===== config.mk =====
export PLATFORM = sky130hd
export DESIGN_NAME = assoc_cache_ctrl
export DESIGN_NICKNAME = d
export VERILOG_FILES = /design/src/rtl/assoc_cache_pkg.sv /design/src/rtl/cache_way.sv /design/src/rtl/assoc_cache_ctrl.sv
export SDC_FILE = /design/constraint.sdc
export NUM_CORES = 1
export LEC_CHECK = 0
export ABC_AREA = 1
export CELL_PAD_IN_SITES_DETAIL_PLACEMENT = 0
export CELL_PAD_IN_SITES_GLOBAL_PLACEMENT = 1
export CORE_MARGIN = 4
export CORE_UTILIZATION = 42
export CTS_BUF_LIST = sky130_fd_sc_hd__clkbuf_8
export DETAILED_ROUTE_END_ITERATION = 10
export HOLD_SLACK_MARGIN = 0.02
export PLACE_DENSITY = 0.77
export REMOVE_ABC_BUFFERS = 1
export SETUP_SLACK_MARGIN = 0.2
export SLEW_MARGIN = 10
export SYNTH_ARGS = -nofsm -noshare
export SYNTH_HDL_FRONTEND = slang
export SYNTH_SLANG_ARGS = --single-unit

===== constraint.sdc =====
create_clock -name clock -period 3.1 [get_ports clock]
set_clock_uncertainty 0.2 [all_clocks]
set_input_delay 0.775 -clock clock [delete_from_list [all_inputs] [get_ports clock]]
set_output_delay 0.775 -clock clock [all_outputs]
set_load 0.02 [all_outputs]

===== src/rtl/assoc_cache_pkg.sv =====
// Shared types for the 2-way set-associative cache controller.
// Holds the default geometry, the FSM state encoding and the per-way line
// record. The line record's field widths follow the default geometry here,
// so the top-level width parameters must keep these defaults.
package assoc_cache_pkg;

    localparam int DEF_ADDR_W   = 5;
    localparam int DEF_SET_BITS = 3;
    localparam int DEF_DATA_W   = 8;
    localparam int DEF_CNT_W    = 16;

    localparam int LINE_TAG_W   = DEF_ADDR_W - DEF_SET_BITS;
    localparam int LINE_DATA_W  = DEF_DATA_W;

    typedef enum logic [2:0] {
        ST_IDLE      = 3'd0,
        ST_LOOKUP    = 3'd1,
        ST_WRITEBACK = 3'd2,
        ST_REFILL    = 3'd3,
        ST_WTHRU     = 3'd4,
        ST_RESPOND   = 3'd5
    } state_t;

    typedef struct packed {
        logic                   valid;
        logic                   dirty;
        logic [LINE_TAG_W-1:0]  tag;
        logic [LINE_DATA_W-1:0] data;
    } line_t;

endpackage


===== src/rtl/cache_way.sv =====
// One way of the cache: SETS line entries, synchronous write, combinational
// read at the supplied index. Valid and dirty bits reset; tag and data do not.
module cache_way
    import assoc_cache_pkg::*;
#(
    parameter int SET_BITS = DEF_SET_BITS
) (
    input  logic                clock,
    input  logic                reset,
    input  logic [SET_BITS-1:0] idx_i,
    output line_t               line_o,
    input  logic                wr_en_i,
    input  line_t               wr_line_i
);

    localparam int SETS = 2 ** SET_BITS;

    logic [SETS-1:0]        valid_q;
    logic [SETS-1:0]        dirty_q;
    logic [LINE_TAG_W-1:0]  tag_q  [SETS];
    logic [LINE_DATA_W-1:0] data_q [SETS];

    // Status bits: cleared by reset, written on a line install/update.
    // NOTE: sequential state uses non-blocking (<=) so every flop samples pre-edge values.
    always_ff @(posedge clock) begin
        if (reset) begin
            valid_q <= '0;
            dirty_q <= '0;
        end else if (wr_en_i) begin
            valid_q[idx_i] <= wr_line_i.valid;
            dirty_q[idx_i] <= wr_line_i.dirty;
        end
    end

    // Tag/data storage: written on install/update only.
    // NOTE: no reset on the storage arrays; a cleared valid bit already marks the contents as meaningless.
    always_ff @(posedge clock) begin
        if (wr_en_i) begin
            tag_q[idx_i]  <= wr_line_i.tag;
            data_q[idx_i] <= wr_line_i.data;
        end
    end

    // Combinational read of the addressed entry.
    always_comb begin
        line_o.valid = valid_q[idx_i];
        line_o.dirty = dirty_q[idx_i];
        line_o.tag   = tag_q[idx_i];
        line_o.data  = data_q[idx_i];
    end

endmodule


===== src/rtl/assoc_cache_ctrl.sv =====
// 2-way set-associative, one-word-line cache controller with LRU replacement
// and saturating hit/miss counters.
// Build option: define ASSOC_CACHE_WRITEBACK_EN for a write-back cache
// (dirty lines evicted through WRITEBACK). Left undefined, the cache is
// write-through/write-allocate: every write leaves through WTHRU.
module assoc_cache_ctrl
    import assoc_cache_pkg::*;
#(
    parameter int ADDR_W   = DEF_ADDR_W,
    parameter int SET_BITS = DEF_SET_BITS,
    parameter int DATA_W   = DEF_DATA_W,
    parameter int CNT_W    = DEF_CNT_W
) (
    input  logic              clock,
    input  logic              reset,
    input  logic              req_valid,
    output logic              req_ready,
    input  logic              req_we,
    input  logic [ADDR_W-1:0] req_addr,
    input  logic [DATA_W-1:0] req_wdata,
    output logic              resp_valid,
    output logic [DATA_W-1:0] resp_rdata,
    output logic              resp_hit,
    output logic              mem_req,
    output logic              mem_we,
    output logic [ADDR_W-1:0] mem_addr,
    output logic [DATA_W-1:0] mem_wdata,
    input  logic              mem_ack,
    input  logic [DATA_W-1:0] mem_rdata,
    output logic [CNT_W-1:0]  hit_count,
    output logic [CNT_W-1:0]  miss_count
);

    localparam int SETS  = 2 ** SET_BITS;
    localparam int TAG_W = ADDR_W - SET_BITS;

`ifdef ASSOC_CACHE_WRITEBACK_EN
    localparam bit WRITEBACK_EN = 1'b1;
`else
    localparam bit WRITEBACK_EN = 1'b0;
`endif

    state_t state_q, state_d;

    logic [ADDR_W-1:0] addr_q;
    logic              we_q;
    logic [DATA_W-1:0] wdata_q;
    logic              way_q;      // hit way or chosen victim, fixed in LOOKUP
    logic              hit_q;      // LOOKUP outcome, carried to RESPOND
    logic [SETS-1:0]   lru_q;      // per set: the way to evict next
    logic [DATA_W-1:0] resp_rdata_q;
    logic              resp_hit_q;
    logic [CNT_W-1:0]  hit_count_q;
    logic [CNT_W-1:0]  miss_count_q;

    logic [SET_BITS-1:0] idx;
    logic [TAG_W-1:0]    tag;
    line_t               line0, line1, sel_line, wr_line;
    logic                hit0, hit1, hit, hit_way, victim, sel_way;
    logic                wr_en, wr_way;
    logic [DATA_W-1:0]   hit_data, resp_data_d;
    logic                need_wb, wr_leaves_thru;

    assign idx = addr_q[SET_BITS-1:0];
    assign tag = addr_q[ADDR_W-1:SET_BITS];

    cache_way #(.SET_BITS(SET_BITS)) u_way0 (
        .clock     (clock),
        .reset     (reset),
        .idx_i     (idx),
        .line_o    (line0),
        .wr_en_i   (wr_en && !wr_way),
        .wr_line_i (wr_line)
    );

    cache_way #(.SET_BITS(SET_BITS)) u_way1 (
        .clock     (clock),
        .reset     (reset),
        .idx_i     (idx),
        .line_o    (line1),
        .wr_en_i   (wr_en && wr_way),
        .wr_line_i (wr_line)
    );

    // Tag compare, victim choice and the line the current state works on.
    always_comb begin
        hit0     = line0.valid && (line0.tag == tag);
        hit1     = line1.valid && (line1.tag == tag);
        hit      = hit0 || hit1;
        hit_way  = !hit0;                      // way 0 wins a double match
        hit_data = hit0 ? line0.data : line1.data;
        if (!line0.valid)      victim = 1'b0;
        else if (!line1.valid) victim = 1'b1;
        else                   victim = lru_q[idx];
        sel_way  = (state_q == ST_LOOKUP) ? victim : way_q;
        sel_line = sel_way ? line1 : line0;
        need_wb  = WRITEBACK_EN && sel_line.valid && sel_line.dirty;
        wr_leaves_thru = we_q && !WRITEBACK_EN;
    end

    // FSM state register.
    always_ff @(posedge clock) begin
        if (reset) state_q <= ST_IDLE;
        else       state_q <= state_d;
    end

    // FSM next-state logic.
    // NOTE: state_d gets a default before the case so no path leaves it unassigned (no latch).
    always_comb begin
        state_d = state_q;
        case (state_q)
            ST_IDLE:      if (req_valid) state_d = ST_LOOKUP;
            ST_LOOKUP: begin
                if (hit)          state_d = wr_leaves_thru ? ST_WTHRU : ST_RESPOND;
                else if (need_wb) state_d = ST_WRITEBACK;
                else              state_d = ST_REFILL;
            end
            ST_WRITEBACK: if (mem_ack) state_d = ST_REFILL;
            ST_REFILL:    if (mem_ack) state_d = wr_leaves_thru ? ST_WTHRU : ST_RESPOND;
            ST_WTHRU:     if (mem_ack) state_d = ST_RESPOND;
            ST_RESPOND:   state_d = ST_IDLE;
            default:      state_d = ST_IDLE;
        endcase
    end

    // FSM outputs: handshake, response strobe and backing-memory request.
    always_comb begin
        req_ready  = (state_q == ST_IDLE);
        resp_valid = (state_q == ST_RESPOND);
        mem_req    = 1'b0;
        mem_we     = 1'b0;
        mem_addr   = '0;
        mem_wdata  = '0;
        case (state_q)
            ST_WRITEBACK: begin
                mem_req   = 1'b1;
                mem_we    = 1'b1;
                mem_addr  = {sel_line.tag, idx};
                mem_wdata = sel_line.data;
            end
            ST_REFILL: begin
                mem_req  = 1'b1;
                mem_addr = addr_q;
            end
            ST_WTHRU: begin
                mem_req   = 1'b1;
                mem_we    = 1'b1;
                mem_addr  = addr_q;
                mem_wdata = wdata_q;
            end
            default: ;
        endcase
    end

    // Line writes: data update on a write hit, full install on refill ack.
    always_comb begin
        wr_en   = 1'b0;
        wr_way  = 1'b0;
        wr_line = '0;
        if (state_q == ST_LOOKUP && hit && we_q) begin
            wr_en         = 1'b1;
            wr_way        = hit_way;
            wr_line.valid = 1'b1;
            wr_line.dirty = WRITEBACK_EN;
            wr_line.tag   = tag;
            wr_line.data  = wdata_q;
        end else if (state_q == ST_REFILL && mem_ack) begin
            wr_en         = 1'b1;
            wr_way        = way_q;
            wr_line.valid = 1'b1;
            wr_line.dirty = we_q && WRITEBACK_EN;
            wr_line.tag   = tag;
            wr_line.data  = we_q ? wdata_q : mem_rdata;
        end
    end

    // Data returned on the response, chosen by the state that leads to RESPOND.
    always_comb begin
        case (state_q)
            ST_LOOKUP: resp_data_d = we_q ? wdata_q : hit_data;
            ST_REFILL: resp_data_d = we_q ? wdata_q : mem_rdata;
            default:   resp_data_d = wdata_q;
        endcase
    end

    // Request capture, LOOKUP outcome and the held response fields.
    always_ff @(posedge clock) begin
        if (reset) begin
            addr_q       <= '0;
            we_q         <= 1'b0;
            wdata_q      <= '0;
            way_q        <= 1'b0;
            hit_q        <= 1'b0;
            resp_rdata_q <= '0;
            resp_hit_q   <= 1'b0;
        end else begin
            if (state_q == ST_IDLE && req_valid) begin
                addr_q  <= req_addr;
                we_q    <= req_we;
                wdata_q <= req_wdata;
            end
            if (state_q == ST_LOOKUP) begin
                way_q <= hit ? hit_way : victim;
                hit_q <= hit;
            end
            if (state_d == ST_RESPOND && state_q != ST_RESPOND) begin
                resp_rdata_q <= resp_data_d;
                resp_hit_q   <= (state_q == ST_LOOKUP) ? hit : hit_q;
            end
        end
    end

    // LRU: point away from the way just hit or just installed.
    always_ff @(posedge clock) begin
        if (reset) begin
            lru_q <= '0;
        end else if (state_q == ST_LOOKUP && hit) begin
            lru_q[idx] <= !hit_way;
        end else if (state_q == ST_REFILL && mem_ack) begin
            lru_q[idx] <= !way_q;
        end
    end

    // Saturating statistics, one count per LOOKUP.
    always_ff @(posedge clock) begin
        if (reset) begin
            hit_count_q  <= '0;
            miss_count_q <= '0;
        end else if (state_q == ST_LOOKUP) begin
            if (hit && hit_count_q != '1)
                hit_count_q <= hit_count_q + CNT_W'(1);
            if (!hit && miss_count_q != '1)
                miss_count_q <= miss_count_q + CNT_W'(1);
        end
    end

    assign resp_rdata = resp_rdata_q;
    assign resp_hit   = resp_hit_q;
    assign hit_count  = hit_count_q;
    assign miss_count = miss_count_q;

endmodule


Word level (Yosys, flattened, before mapping)
Memories as Yosys holds them, arrays and structs flattened. A register that Yosys moved wholly into a read port is not among the register bits. Cells that the tools add are included.

Output and inout bits: 58. Logic and storage cells: 109. Memories: 4. Bits of input ports: 26. RAM bits: 160. Flip-flop bits (word level): 84.

Memories: u_way0.data_q (words 8, bits a word 8, read ports 1, clocked after memory_dff 1, write ports 1, RTL line cache_way.sv:21) `logic [LINE_DATA_W-1:0] data_q [SETS];`; u_way1.data_q (words 8, bits a word 8, read ports 1, clocked after memory_dff 1, write ports 1, RTL line cache_way.sv:21); u_way0.tag_q (words 8, bits a word 2, read ports 1, clocked after memory_dff 1, write ports 1, RTL line cache_way.sv:20) `logic [LINE_TAG_W-1:0] tag_q [SETS];`; u_way1.tag_q (words 8, bits a word 2, read ports 1, clocked after memory_dff 1, write ports 1, RTL line cache_way.sv:20).

$lt $le $gt $ge: 2. Reduce and logical (&&, ||, !) cells: 24. Equal/unequal tests: 11. $add $sub $neg: 2. Mux-type cells: 53.

Operators by type and width (count): $mux 8 (5); $mux 3 (13); $add 16x1->16 const B (2); $bwmux 8 (4); $ne 16x16->1 const B (2); $pmux 8 s2 (2); $mux 12 (2); $mux 1 (20); $pmux 3 s5 (1); $logic_and 1x1->1 (12); $mux 10 (1); $pmux 5 s2 (1); $bmux 1 s3 (3); $eq 3x3->1 const B (3); $eq 3x2->1 const B (2); $eq 2x2->1 (2); $logic_not 1->1 (4); $lt 3x4->1 const B (1); $reduce_and 2->1 (2); $reduce_or 2->1 (2); $demux 1 s3 (1); $eq 3x1->1 const B (1); $ge 3x1->1 const B (1); $logic_not 3->1 (1); 4 further kinds (4).

Longest topological paths before layout
Gate-level depths: netlist (run 1).

Depth after elaboration: 11. Depth in mapped cells: 19. Gate-level depth less buffers: 18.

By module
From an unflattened synthesis (run 1), not the netlist that was laid out.

Cells, all modules: 1713. Area, all modules: 12884.9 µm².

Modules (own cells, without submodules): cache_way (sequential area each 2722.6 µm², cells an instance 497, times used 2, area each 4312.9 µm²); assoc_cache_ctrl (sequential area each 1361.3 µm², cells an instance 719, times used 1, area each 4259.1 µm²).

Worst setup path after synthesis (run 1)
No wires, ideal clock.

Kind: reg2out. Start point: register addr_q[2]. End point: output port mem_wdata[0]. Arrival: 1.923 ns. Data required time: 2.125 ns. Slack: 0.202 ns. Cell stages (with the launch flop): 11. Buffers on the path: 2. Cells stage by stage: dfxtp_1 inv_2 buf_2 nor3_1 nand2_1 nand4_1 nand3_1 nand2_1 buf_4 o21ai_0 o22ai_1.

Cells in the longest elaborated chain, start to end: 7. Elaborated cells between the ends (all ways): 11.

RTL lines: from (decl) (RTL line assoc_cache_ctrl.sv:45) `logic [ADDR_W-1:0] addr_q;`; from (signal assigned) (RTL line assoc_cache_ctrl.sv:198) `addr_q <= req_addr;`; $bmux 1 s3, on equally long branches (RTL line assoc_cache_ctrl.sv:94, cache_way.sv:46); $mux 1, on equally long branches (RTL line assoc_cache_ctrl.sv:94, cache_way.sv:46); $mux 1 (RTL line assoc_cache_ctrl.sv:93) `else if (!line1.valid) victim = 1'b1;`; $mux 1 * (RTL line assoc_cache_ctrl.sv:92) `if (!line0.valid) victim = 1'b0;`; $mux 1 * (RTL line assoc_cache_ctrl.sv:95) `sel_way = (state_q == ST_LOOKUP) ? victim : way_q;`; $mux 10 * (RTL line assoc_cache_ctrl.sv:96) `sel_line = sel_way ? line1 : line0;`; $pmux 8 s2 * (RTL line assoc_cache_ctrl.sv:134) `case (state_q)`; to (decl) (RTL line assoc_cache_ctrl.sv:27) `output logic [DATA_W-1:0] mem_wdata,`.

Every way passes the cells marked *; elsewhere a longest branch is shown, timed or not. The select of a mux whose other input is x is not followed.

Worst setup path after layout (run 1)
Start point: register addr_q[0]. End point: output port mem_addr[3].

Cells in the longest elaborated chain, start to end: 7. Elaborated cells between the ends (all ways): 11.

RTL lines: $bmux 1 s3, on equally long branches (RTL line assoc_cache_ctrl.sv:94, cache_way.sv:46); $mux 1, on equally long branches (RTL line assoc_cache_ctrl.sv:94, cache_way.sv:46); $mux 1 (RTL line assoc_cache_ctrl.sv:93); $mux 1 * (RTL line assoc_cache_ctrl.sv:92); $mux 1 * (RTL line assoc_cache_ctrl.sv:95); $mux 10 * (RTL line assoc_cache_ctrl.sv:96); $pmux 5 s2 * (RTL line assoc_cache_ctrl.sv:134); to (decl) (RTL line assoc_cache_ctrl.sv:26) `output logic [ADDR_W-1:0] mem_addr,`.

Marks and branches as above.

==> impl_metrics.yaml, run 1 <==
status:
  status: "finished, violations left"
  violations: "negative setup slack"
drt:
  wl_per_cell_microns: 17.0
  num_vias: 9439
  viasPerCell: 5.12
  detail_route.first_pass.iterations: 7
  drt_wl_total_mm: 31.3
  drc_errors: 0
  drtAntennaViolNets: 0
  first_iter_violations: 670
finish:
  diodes: 0
  nNetsFinal: 1496
  layoutNonFillerInstCount: 1842
  area_growth_pct: 29.4
  finalInstanceArea_sq_um: 14900
  drive_gt1_share_pct: 21.0
setup_path:
  critPathArrivalTime_ns: 2.38
  crit_top_cell: "nand2_1"
  cp-startpoint: "addr_q[0]$_SDFFE_PP0P_"
  critPathLaunchType: "register"
  reg2reg_depth: 18
  cp_cell_sequence: "buf_12 > o21ai_2 > nand2_1 > nand2_1 > nand2_1 > nand2_2 > nand4_1 > nand3_4 > nand2_4 > buf_6 > a21oi_2 > a22o_1 > buf_6"
  endpoint: "mem_addr[3]"
  cp_max_fo: 8
  reg2reg_to: "u_way1.tag_q[4][1]$_DFFE_PP_"
  ff2ff_setup_slack_ns: 0.38
  crit_type: "reg2out"
  end_kind: "output port"
  max_stage_delay_ns: 0.36
  critPathRequiredTime_ns: 2.12
  slowest_stage: "dfxtp_4"
global_route:
  top_usage_layer: "met2"
  overflow: 0
  grt_pass1_wl_mm: 50.5
  track_usage_pct: 20.7
  met1_usage_pct: 29.1
  use_met3_pct: 3.34
  grt_pass1_vias: 9359
  antenna_found_initial: 0
  grt_max_degree: 51
  use_met2_pct: 33.6
die:
  die_w_microns: 173
  core_area_sq_um: 27000
  die_area_sq_um: 30000
  fp.dieH_microns: 173
  rows: 60
  io_pins: 84
  initial_core_util_pct: 42.6
power:
  power_uw: 10000
  leakage_uw: 0.00592
  ir_worst_vdd_mv: 0.329
  power_density_nw_per_um2: 676
flow_run:
  cap_violations: 0
timing:
  clock.fmax_mhz: 298
  period_share_pct: 108
  tightest_slew_ns: 0.630
  finalHoldViolations: 0
  maxSlewHeadroom_pct: 58.0
  rsz0062_at_grt: "yes"
  setup_viol: 10
  fin_setup_tns_ns: -2.03
  final.min_clock_period_ns: 3.35
  drv_slew: 0
  layout_setup_ws_ns: -0.253
yosys:
  synthCells: 1275
  synth_mux_area_share_pct: 0
  synth-compound-area-share_pct: 11.8
  netlist_top_cells_area: "edfxtp_1 (42%), dfxtp_1 (15%), nand2_1 (11%)"
  synth_edf_count: 160
  synth_top_family_by_area: "simple AND/OR/NAND/NOR gates"
  synth_most_common_cell: "nand2_1"
  synth_common_cells: "nand2_1 (342), edfxtp_1 (160), a21oi_1 (124), inv_1 (124), nand3_1 (88)"
  netlist.area_leader.share_pct: 41.9
  avgSynthCellArea_sq_um: 9.00
  async_reset_ff_share_pct: 0
  synth_xor_area_share_pct: 1.53
  synth_top_flop_cell: "edfxtp_1"
  synth-seq-cells: 247
  ys_warn_count: 0
  synthAdderAreaFrac_pct: 0.218
  ys_types: 43
  synth-simple-area-share_pct: 22.1
  seq_area_frac_synth_pct: 57.0
  yosys.area.top_type: "edfxtp_1"
  netlist_area_sq_um: 11500
min_path:
  worstHoldPathType: "reg2reg"
clock_network:
  holdBufCountCts: 0
  cts_made_buffers: 43
  clk_pin_slew_worst_paths_ns: 0.05
  cts.htree.levels: 2
  cts_tree: "yes"
  cts_sinks: 247
  clockBufferDepth: 3
  cts_root_buffer: "clkbuf_8"
  clock_latency_ns: 0.55
placement:
  place_hpwl_mm: 21.4
  placed_area_sq_um: 13600
  gp_congestion: 0.875
  post-place-cells: 1745
  io_buffers: 83
[cell families after synthesis]
family                     Yosys count
and+or+nand+nor                    580
DFF                                247
AOI/OAI and AO/OA                  231
buffers and inverters              195
xor gates and xnor gates            20
adders and majority gates            2
[how the worst min path moves through the flow]
stage,from,to,slack (ns),cells after the start
2_1_floorplan,u_way0.valid_q[1]$_SDFFE_PP0P_,u_way0.valid_q[1]$_SDFFE_PP0P_,0.22,2
3_3_place_gp,u_way1.valid_q[3]$_SDFFE_PP0P_,u_way1.valid_q[3]$_SDFFE_PP0P_,0.25,2
3_5_place_dp,u_way1.valid_q[3]$_SDFFE_PP0P_,u_way1.valid_q[3]$_SDFFE_PP0P_,0.24,2
4_1_cts,u_way1.valid_q[3]$_SDFFE_PP0P_,u_way1.valid_q[3]$_SDFFE_PP0P_,0.25,2
5_1_grt,u_way1.valid_q[3]$_SDFFE_PP0P_,u_way1.valid_q[3]$_SDFFE_PP0P_,0.28,2
6_report,u_way1.valid_q[3]$_SDFFE_PP0P_,u_way1.valid_q[3]$_SDFFE_PP0P_,0.25,2
[report_power, final]
| part | internal (uW) | total [uW] | leakage [uW] | switching [uW] |
|---|---|---|---|---|
| sequential | 3660 | 3800 | 0.00228 | 142 |
| clock | 1460 | 2780 | 0.000476 | 1320 |
| combinational | 1370 | 3460 | 0.00317 | 2090 |
[registers in the layout (all words and copies together) (netlist names), 3 cells and up, named ones only]
signal	count
u_way0.data_q	64
u_way1.data_q	64
hit_count	16
miss_count	16
u_way0.tag_q	16
u_way1.tag_q	16
lru_q	8
resp_rdata	8
u_way0.valid_q	8
u_way1.valid_q	8
wdata_q	8
addr_q	5
state_q	3
[worst max-delay path, delay by kind of cell, from the launching register on]
kind	cells	cell delay (ns)
and+or+nand+nor	7	0.63
DFF	1	0.36
buffers and inverters	3	0.40
AOI/OAI and AO/OA	3	0.45
[area by class of cell]
cell class	count	area (sq um)
Sequential cell	247	6560
Inverter	138	541
Multi-Input combinational cell	833	4340
Fill cell	2421	12100
Clock inverter	32	166
Tap cell	341	427
Clock buffer	46	633
Timing Repair Buffer	205	2180
[metal layers]
| layer | up-vias | share of wire (%) |
|---|---|---|
| met3 | 57 | 5.9 |
| met5 | - | 0 |
| met4 | 0 | 2.2 |
| li1 | 4676 | - |
| met2 | 280 | 47 |
| met1 | 4426 | 45 |
[stage by stage]
stage	worst slack, ns	hold slack (ns)	utilization, %
floorplan	-1.25	0.224	-
global placement	-0.214	0.246	50.3
detailed placement	-0.256	0.245	50.3
CTS	-0.235	0.253	54.3
global route	-0.380	0.282	55.1
finish	-0.253	0.252	55.1
[cell usage in the layout, fill, tap and decap left out, drive strengths merged, types with 8 or more instances in the layout]
master,synthesis,layout
nand3,93,93
clkdlybuf4s50,0,67
clkinv,2,12
edfxtp,160,160
xor2,14,14
buf,33,135
a21oi,134,134
a32o,24,24
and2,8,8
o21ai,54,54
nor2,82,82
dfxtp,87,87
nor3,23,23
inv,136,156
clkbuf,24,47
o22ai,9,9
nand2,365,365
[what timing repair did]
| item | 4_1_cts | 5_1_grt |
|---|---|---|
| endpoints found under the hold margin | 0 | 0 |
| gates cloned | 2 | 1 |
| setup endpoints to repair | 138 | 275 |
| resized for setup | 119 | 67 |
| pin swaps | 15 | 13 |
| buffers inserted | 12 | 4 |
(Power assumes the default switching activity.)
==> run 2, diff against run 1 <==
--- a/config.mk
+++ b/config.mk
@@ -6,6 +6,7 @@
 export NUM_CORES = 1
 export LEC_CHECK = 0
 export ABC_AREA = 1
+export ABC_CLOCK_PERIOD_IN_PS = 3100
 export CELL_PAD_IN_SITES_DETAIL_PLACEMENT = 0
 export CELL_PAD_IN_SITES_GLOBAL_PLACEMENT = 1
 export CORE_MARGIN = 4
==> results of run 2 <==
Final layout, timing and power as in run 1 (identical DEF).
